File: src/rtl/cache_fill_fsm_pkg.sv
// Shared cache definitions: fill FSM states, block geometry, address field positions
// and the victim-way selection rule.
package cache_fill_fsm_pkg;

    typedef enum logic [1:0] {
        S_IDLE  = 2'd0,
        S_REQ   = 2'd1,
        S_WAIT  = 2'd2,
        S_TAGWR = 2'd3
    } fill_state_e;

    localparam int WORDS_PER_BLOCK = 8;
    localparam int ADDR_W          = 16;
    localparam int WORD_W          = 16;
    localparam int META_W          = 8;
    localparam int TAG_MSB         = 15;
    localparam int TAG_LSB         = 10;
    localparam int INDEX_MSB       = 9;
    localparam int INDEX_LSB       = 4;
    localparam int TAG_W           = TAG_MSB - TAG_LSB + 1;
    localparam int INDEX_W         = INDEX_MSB - INDEX_LSB + 1;
    localparam int BLK_W           = TAG_MSB - INDEX_LSB + 1;

    // 0 = way0, 1 = way1. Invalid ways first, then the way whose LRU bit points away from way0.
    function automatic logic pick_victim(input logic [META_W-1:0] meta0,
                                         input logic [META_W-1:0] meta1);
        return meta0[0] & (~meta1[0] | ~meta0[1]);
    endfunction

endpackage

File: src/rtl/cache_fill_fsm_if.sv
// Bus between the block-fill FSM and its surroundings (lookup, metadata/data arrays, memory).
interface cache_fill_fsm_if;
    import cache_fill_fsm_pkg::*;

    logic                       miss_detected;
    logic [ADDR_W-1:0]          miss_address;
    logic [META_W-1:0]          meta0;
    logic [META_W-1:0]          meta1;
    logic                       memory_data_valid;
    logic [WORD_W-1:0]          memory_data;

    logic                       fsm_busy;
    logic                       mem_read;
    logic [ADDR_W-1:0]          memory_address;
    logic [INDEX_W-1:0]         set_index;
    logic                       data_write0;
    logic                       data_write1;
    logic [WORDS_PER_BLOCK-1:0] word_enable;
    logic [WORD_W-1:0]          data_out;
    logic                       tag_write0;
    logic                       tag_write1;
    logic [META_W-1:0]          tag_out;

    modport master (
        input  miss_detected, miss_address, meta0, meta1, memory_data_valid, memory_data,
        output fsm_busy, mem_read, memory_address, set_index, data_write0, data_write1,
               word_enable, data_out, tag_write0, tag_write1, tag_out
    );

    modport slave (
        output miss_detected, miss_address, meta0, meta1, memory_data_valid, memory_data,
        input  fsm_busy, mem_read, memory_address, set_index, data_write0, data_write1,
               word_enable, data_out, tag_write0, tag_write1, tag_out
    );

endinterface

File: src/rtl/cache_fill_fsm_fill_counter.sv
// 3-bit word counter with synchronous clear (priority) and count enable.
module fill_counter (
    input  logic       clk,
    input  logic       rst,
    input  logic       clr_i,
    input  logic       en_i,
    output logic [2:0] cnt_o
);

    logic [2:0] cnt_q;
    logic [2:0] cnt_d;

    always_comb begin
        cnt_d = cnt_q;
        if (clr_i)     cnt_d = '0;
        else if (en_i) cnt_d = cnt_q + 3'd1;
    end

    always_ff @(posedge clk or negedge rst) begin
        if (!rst) cnt_q <= '0;
        else      cnt_q <= cnt_d;
    end

    assign cnt_o = cnt_q;

endmodule

File: src/rtl/cache_fill_fsm.sv
// Two-way cache block fill: issues eight word reads, streams returns into the victim way,
// then writes the new tag with valid set.
module cache_fill_fsm #(
    parameter int WORDS_PER_BLOCK = cache_fill_fsm_pkg::WORDS_PER_BLOCK,
    parameter int MEM_LATENCY     = 4
) (
    input  logic              clk,
    input  logic              rst,
    cache_fill_fsm_if.master  bus
);
    import cache_fill_fsm_pkg::*;

    if (WORDS_PER_BLOCK != 8 || MEM_LATENCY < 0) begin : g_cfg_check
        $error("cache_fill_fsm: 3-bit word counters require 8-word blocks");
    end

    localparam logic [2:0] LAST_WORD = 3'(WORDS_PER_BLOCK - 1);

    fill_state_e       state_q;
    logic [BLK_W-1:0]  blk_q;
    logic              victim_q;
    logic [2:0]        req_cnt;
    logic [2:0]        ret_cnt;
    logic              busy;
    logic              start;
    logic              accept;
    logic              tagwr;

    assign busy   = (state_q != S_IDLE);
    assign start  = (state_q == S_IDLE) && bus.miss_detected;
    assign accept = ((state_q == S_REQ) || (state_q == S_WAIT)) && bus.memory_data_valid;
    assign tagwr  = (state_q == S_TAGWR);

    fill_counter u_req_cnt (
        .clk   (clk),
        .rst   (rst),
        .clr_i (start),
        .en_i  (state_q == S_REQ),
        .cnt_o (req_cnt)
    );

    fill_counter u_ret_cnt (
        .clk   (clk),
        .rst   (rst),
        .clr_i (start),
        .en_i  (accept),
        .cnt_o (ret_cnt)
    );

    always_ff @(posedge clk or negedge rst) begin
        if (!rst) begin
            state_q  <= S_IDLE;
            blk_q    <= '0;
            victim_q <= 1'b0;
        end else begin
            case (state_q)
                S_IDLE: if (bus.miss_detected) begin
                    state_q  <= S_REQ;
                    blk_q    <= bus.miss_address[TAG_MSB:INDEX_LSB];
                    victim_q <= pick_victim(bus.meta0, bus.meta1);
                end
                // A short memory latency can deliver the last word before requests finish.
                S_REQ: begin
                    if (accept && ret_cnt == LAST_WORD) state_q <= S_TAGWR;
                    else if (req_cnt == LAST_WORD)      state_q <= S_WAIT;
                end
                S_WAIT:  if (accept && ret_cnt == LAST_WORD) state_q <= S_TAGWR;
                S_TAGWR: state_q <= S_IDLE;
                default: state_q <= S_IDLE;
            endcase
        end
    end

    always_comb begin
        bus.fsm_busy       = busy;
        bus.mem_read       = (state_q == S_REQ);
        bus.memory_address = '0;
        if (state_q == S_REQ) bus.memory_address = {blk_q, req_cnt, 1'b0};
        bus.set_index      = busy ? blk_q[INDEX_W-1:0] : bus.miss_address[INDEX_MSB:INDEX_LSB];
        bus.data_write0    = accept & ~victim_q;
        bus.data_write1    = accept & victim_q;
        bus.word_enable    = accept ? ({{(WORDS_PER_BLOCK-1){1'b0}}, 1'b1} << ret_cnt) : '0;
        bus.data_out       = accept ? bus.memory_data : '0;
        bus.tag_write0     = tagwr & ~victim_q;
        bus.tag_write1     = tagwr & victim_q;
        bus.tag_out        = tagwr ? {blk_q[BLK_W-1 -: TAG_W], 2'b11} : '0;
    end

endmodule
File: src/flat_wrapper.sv
// flat-port wrapper written by rule: the top's interface ports become plain ports
module cache_fill_fsm_flat import cache_fill_fsm_pkg::*;
#(
    parameter int WORDS_PER_BLOCK = cache_fill_fsm_pkg::WORDS_PER_BLOCK,
    parameter int MEM_LATENCY     = 4
)
  (clk, rst, bus_miss_detected, bus_miss_address, bus_meta0, bus_meta1, bus_memory_data_valid, bus_memory_data, bus_fsm_busy, bus_mem_read, bus_memory_address, bus_set_index, bus_data_write0, bus_data_write1, bus_word_enable, bus_data_out, bus_tag_write0, bus_tag_write1, bus_tag_out);
  cache_fill_fsm_if bus_i ();
  input  logic clk;
  input  logic rst;
  input wire logic [$bits(bus_i.miss_detected)-1:0] bus_miss_detected;
  input wire logic [$bits(bus_i.miss_address)-1:0] bus_miss_address;
  input wire logic [$bits(bus_i.meta0)-1:0] bus_meta0;
  input wire logic [$bits(bus_i.meta1)-1:0] bus_meta1;
  input wire logic [$bits(bus_i.memory_data_valid)-1:0] bus_memory_data_valid;
  input wire logic [$bits(bus_i.memory_data)-1:0] bus_memory_data;
  output wire logic [$bits(bus_i.fsm_busy)-1:0] bus_fsm_busy;
  output wire logic [$bits(bus_i.mem_read)-1:0] bus_mem_read;
  output wire logic [$bits(bus_i.memory_address)-1:0] bus_memory_address;
  output wire logic [$bits(bus_i.set_index)-1:0] bus_set_index;
  output wire logic [$bits(bus_i.data_write0)-1:0] bus_data_write0;
  output wire logic [$bits(bus_i.data_write1)-1:0] bus_data_write1;
  output wire logic [$bits(bus_i.word_enable)-1:0] bus_word_enable;
  output wire logic [$bits(bus_i.data_out)-1:0] bus_data_out;
  output wire logic [$bits(bus_i.tag_write0)-1:0] bus_tag_write0;
  output wire logic [$bits(bus_i.tag_write1)-1:0] bus_tag_write1;
  output wire logic [$bits(bus_i.tag_out)-1:0] bus_tag_out;
  assign bus_i.miss_detected = bus_miss_detected;
  assign bus_i.miss_address = bus_miss_address;
  assign bus_i.meta0 = bus_meta0;
  assign bus_i.meta1 = bus_meta1;
  assign bus_i.memory_data_valid = bus_memory_data_valid;
  assign bus_i.memory_data = bus_memory_data;
  assign bus_fsm_busy = bus_i.fsm_busy;
  assign bus_mem_read = bus_i.mem_read;
  assign bus_memory_address = bus_i.memory_address;
  assign bus_set_index = bus_i.set_index;
  assign bus_data_write0 = bus_i.data_write0;
  assign bus_data_write1 = bus_i.data_write1;
  assign bus_word_enable = bus_i.word_enable;
  assign bus_data_out = bus_i.data_out;
  assign bus_tag_write0 = bus_i.tag_write0;
  assign bus_tag_write1 = bus_i.tag_write1;
  assign bus_tag_out = bus_i.tag_out;
  cache_fill_fsm #(.WORDS_PER_BLOCK(WORDS_PER_BLOCK), .MEM_LATENCY(MEM_LATENCY)) u_core (.clk(clk), .rst(rst), .bus(bus_i));
endmodule
File: config.mk
export PLATFORM = sky130hd
export DESIGN_NAME = cache_fill_fsm_flat
export DESIGN_NICKNAME = d
export VERILOG_FILES = /design/src/rtl/cache_fill_fsm_pkg.sv /design/src/rtl/cache_fill_fsm_if.sv /design/src/rtl/cache_fill_fsm_fill_counter.sv /design/src/rtl/cache_fill_fsm.sv /design/src/flat_wrapper.sv
export SDC_FILE = /design/constraint.sdc
export NUM_CORES = 1
export LEC_CHECK = 0
export ABC_AREA = 1
export CAP_MARGIN = 20
export CORE_MARGIN = 2
export CORE_UTILIZATION = 35
export CTS_BUF_LIST = sky130_fd_sc_hd__clkbuf_16
export DETAILED_ROUTE_END_ITERATION = 10
export HOLD_SLACK_MARGIN = 0.02
export PLACE_DENSITY = 0.82
export SETUP_SLACK_MARGIN = 0.3
export SYNTH_ARGS = -nofsm -noshare
export SYNTH_HDL_FRONTEND = slang
export SYNTH_SLANG_ARGS = --single-unit
File: constraint.sdc
create_clock -name clk -period 2.3 [get_ports clk]
set_clock_uncertainty 0.2 [all_clocks]
set_input_delay 0.575 -clock clk [delete_from_list [all_inputs] [get_ports clk]]
set_output_delay 0.575 -clock clk [all_outputs]
set_load 0.02 [all_outputs]
==> reports/metrics.yaml <==
clocking:
  cts_tree: "built"
  clockRootBuffer: "clkbuf_16"
  clockBufferDepth: 2
  h-tree-depth: 1
  tritoncts.num_buffers: 3
  clk_latency_ps: 260
  clk_pin_slew_worst_paths_ps: 60
  cts_num_sinks: 21
die:
  die_w_microns: 70.3
  chipHeight_microns: 70.3
  dieArea_sq_mm: 0.00494
  rows: 24
  start_util: 0.358
  pin_count: 112
  coreArea_sq_mm: 0.00429
critical_path:
  crit_type: "reg -> out"
  start_kind: "flip-flop"
  end_kind: "output pin"
  rrSetupSlack_ps: 320
  worstPathRequired_ps: 1520
  crit_arrival_ps: 1560
  worst-path-max-fanout: 7
yosys:
  synth_nets: 297
  synth_cells: 232
  synth_seq_cells: 21
  synth.distinct_cells: 22
  syn_area_sq_mm: 0.00154
  yosysWarnings: 0
  yosysSeqAreaShare: 0.342
  syn_area_per_cell_sq_um: 6.63
sta:
  hold_viol: 0
  slew_viol_final: 0
  tns_ps: -162
  rsz0062_at_grt: "yes"
  timing.fmax_ghz: 0.429
  finalCritPeriodShare: 1.01
  period_needed_ps: 2330
  setup_viol: 14
  fin_ws_ps: -30.2
power:
  seq_power_share: 0.164
  internal-power_mw: 2.45
  leakagePower_nw: 1.85
  power_switching_share: 0.472
  p_switching_mw: 2.19
  clkPwrFrac: 0.081
  pwr-share-comb: 0.755
  irDropWorstVdd_v: 0.000709
  powerDensity_mw_per_mm2: 1400
grt:
  grt_max_degree: 22
  grt_pass1_vias: 1842
  antenna_found_initial: 0
  grt_first_pass_wirelength_mm: 8.25
  gr-usage-all-layers: 0.203
  gr-total-overflow: 0
drt:
  wl_per_cell_microns: 14.5
  drc: 0
  vias: 1936
  viasPerCell: 4.70
  routed_wirelength_mm: 5.98
  drtIter0Drc: 58
  ant_nets: 0
  drt-pass1-iter-count: 6
final_layout:
  finish.utilization: 0.773
  diodes: 0
  layoutNonFillerInstCount: 412
  drive_gt1_frac: 0.481
  area_growth_syn_to_layout_pct: 116
  fin_nets: 426
run_status:
  violations: "negative setup slack"
  status: "complete, but fails checks"
placement:
  finalWeightedCongestion: 0.843
  place_inst: 386
  dp_hpwl_mm: 3.46
  numPortBuffers: 93
hold_path:
  hp-class: "reg -> reg"
job:
  max_cap_viol_count: 0
## metrics by stage
stage                     power, mW  setup WS (ps)  hold WS, ps  instance area [sq um]
final                          4.65          -30.2          305                   3320
after global routing           4.90          -56.3          319                   3320
after CTS                      3.87           38.0          309                   2880
after detailed placement       3.24           -586          294                   2740
after global placement         3.16           -566          286                   2740
after floorplan                2.19            223         79.4                   1670
## Yosys cell counts
library cell,count,share of area
nand2_1,62,0.15
inv_1,61,0.15
nor2_1,22,0.054
dfrtp_1,21,0.34
o21ai_0,17,0.055
ha_1,13,0.11
nand3_1,6,0.020
nor3_1,6,0.020
buf_2,5,0.016
buf_4,4,0.020
a21oi_1,2,0.0065
buf_6,2,0.015
nand2_2,2,0.0081
clkbuf_1,1,0.0024
conb_1,1,0.0024
inv_2,1,0.0024
nand3_2,1,0.0065
nand4_1,1,0.0041
nor3_2,1,0.0065
o211ai_1,1,0.0049
o22ai_1,1,0.0041
or2_4,1,0.0057
## flip-flops by register name (all words and copies together), names as in the netlist
register / count
u_core.u_ret_cnt.cnt_o: 3
u_core.u_req_cnt.cnt_o: 3
u_core.blk_q: 12
u_core.state_q: 2
u_core.victim_q: 1
## cell families (layout without fill, tap and decap cells)
kind of cell | after synthesis | count (layout) | synth area share
and+or+nand+nor | 102 | 103 | 0.275
buffers and inverters | 74 | 201 | 0.204
AOI/OAI and AO/OA | 21 | 21 | 0.0708
DFF | 21 | 21 | 0.342
adders and majority gates | 13 | 13 | 0.106
other | 1 | 1 | 0.00244
## what timing repair did
action	CTS	global route
resized for setup	333	107
setup endpoints to repair	59	61
pin swaps	6	6
gates cloned	2	3
setup buffers	13	4
hold endpoints to repair	0	0
hold buffers	0	0
## layout make-up
type,instances,area (sq um)
fill,276,975
sequential,21,526
clock inverter,1,5.00
timing repair inverter,1,7.51
inverter,62,249
clock buffer,3,75.1
multi-input combinational,138,1040
timing repair buffer,134,1350
tap,52,65.1
## path summary, 6_finish.rpt
kind	start	end	depth (start not counted)
min in group asynchronous	rst	u_core.blk_q[6]$_DFFE_PN0P_	2
setup reg to reg	u_core.state_q[1]$_DFFE_PN0P_	u_core.state_q[1]$_DFFE_PN0P_	10
max in group asynchronous	rst	u_core.state_q[1]$_DFFE_PN0P_	2
hold / removal	u_core.blk_q[10]$_DFFE_PN0P_	u_core.blk_q[10]$_DFFE_PN0P_	2
hold reg to reg	u_core.blk_q[10]$_DFFE_PN0P_	u_core.blk_q[10]$_DFFE_PN0P_	2
setup / recovery	u_core.state_q[1]$_DFFE_PN0P_	bus_data_out[14]	6
## power by group through the flow
stage / Sequential [mW] / Clock (mW) / Combinational [mW]
global route: 0.780 / 0.398 / 3.73
CTS: 0.702 / 0.378 / 2.80
finish: 0.763 / 0.378 / 3.51
detailed placement: 0.702 / 0 / 2.53
global placement: 0.692 / 0 / 2.47
floorplan: 0.676 / 0 / 1.52
## layer usage
metal / track usage / vias to the layer above / part of all wire
met4: 0.0748 / 0 / 0.036
met5: 0 / - / 0
li1: - / 926 / -
met1: 0.244 / 907 / 0.37
met3: 0.0519 / 20 / 0.065
met2: 0.348 / 83 / 0.52
## worst max-delay path: stages, from the launching register on
cell and delay [ps]:
dfrtp_1 390, inv_2 90, ha_4 320, nand2_8 100, buf_6 170, nor2_2 100
buf_6 130
## placed cells by master, fill, tap and decap left out, drive strengths merged
cell | netlist | final
or2 | 1 | 1
a21oi | 2 | 2
inv | 62 | 60
dlygate4sd2 | 0 | 6
nor2 | 22 | 22
o22ai | 1 | 1
clkdlybuf4s15 | 0 | 1
conb | 1 | 1
o211ai | 1 | 1
clkinv | 0 | 2
buf | 11 | 99
clkdlybuf4s50 | 0 | 27
nand2 | 64 | 65
nand3 | 7 | 7
clkinvlp | 0 | 2
o21ai | 17 | 17
nor3 | 7 | 7
clkbuf | 1 | 4
dfrtp | 21 | 21
ha | 13 | 13
nand4 | 1 | 1
Note: power is estimated with default switching activity, not from simulation.
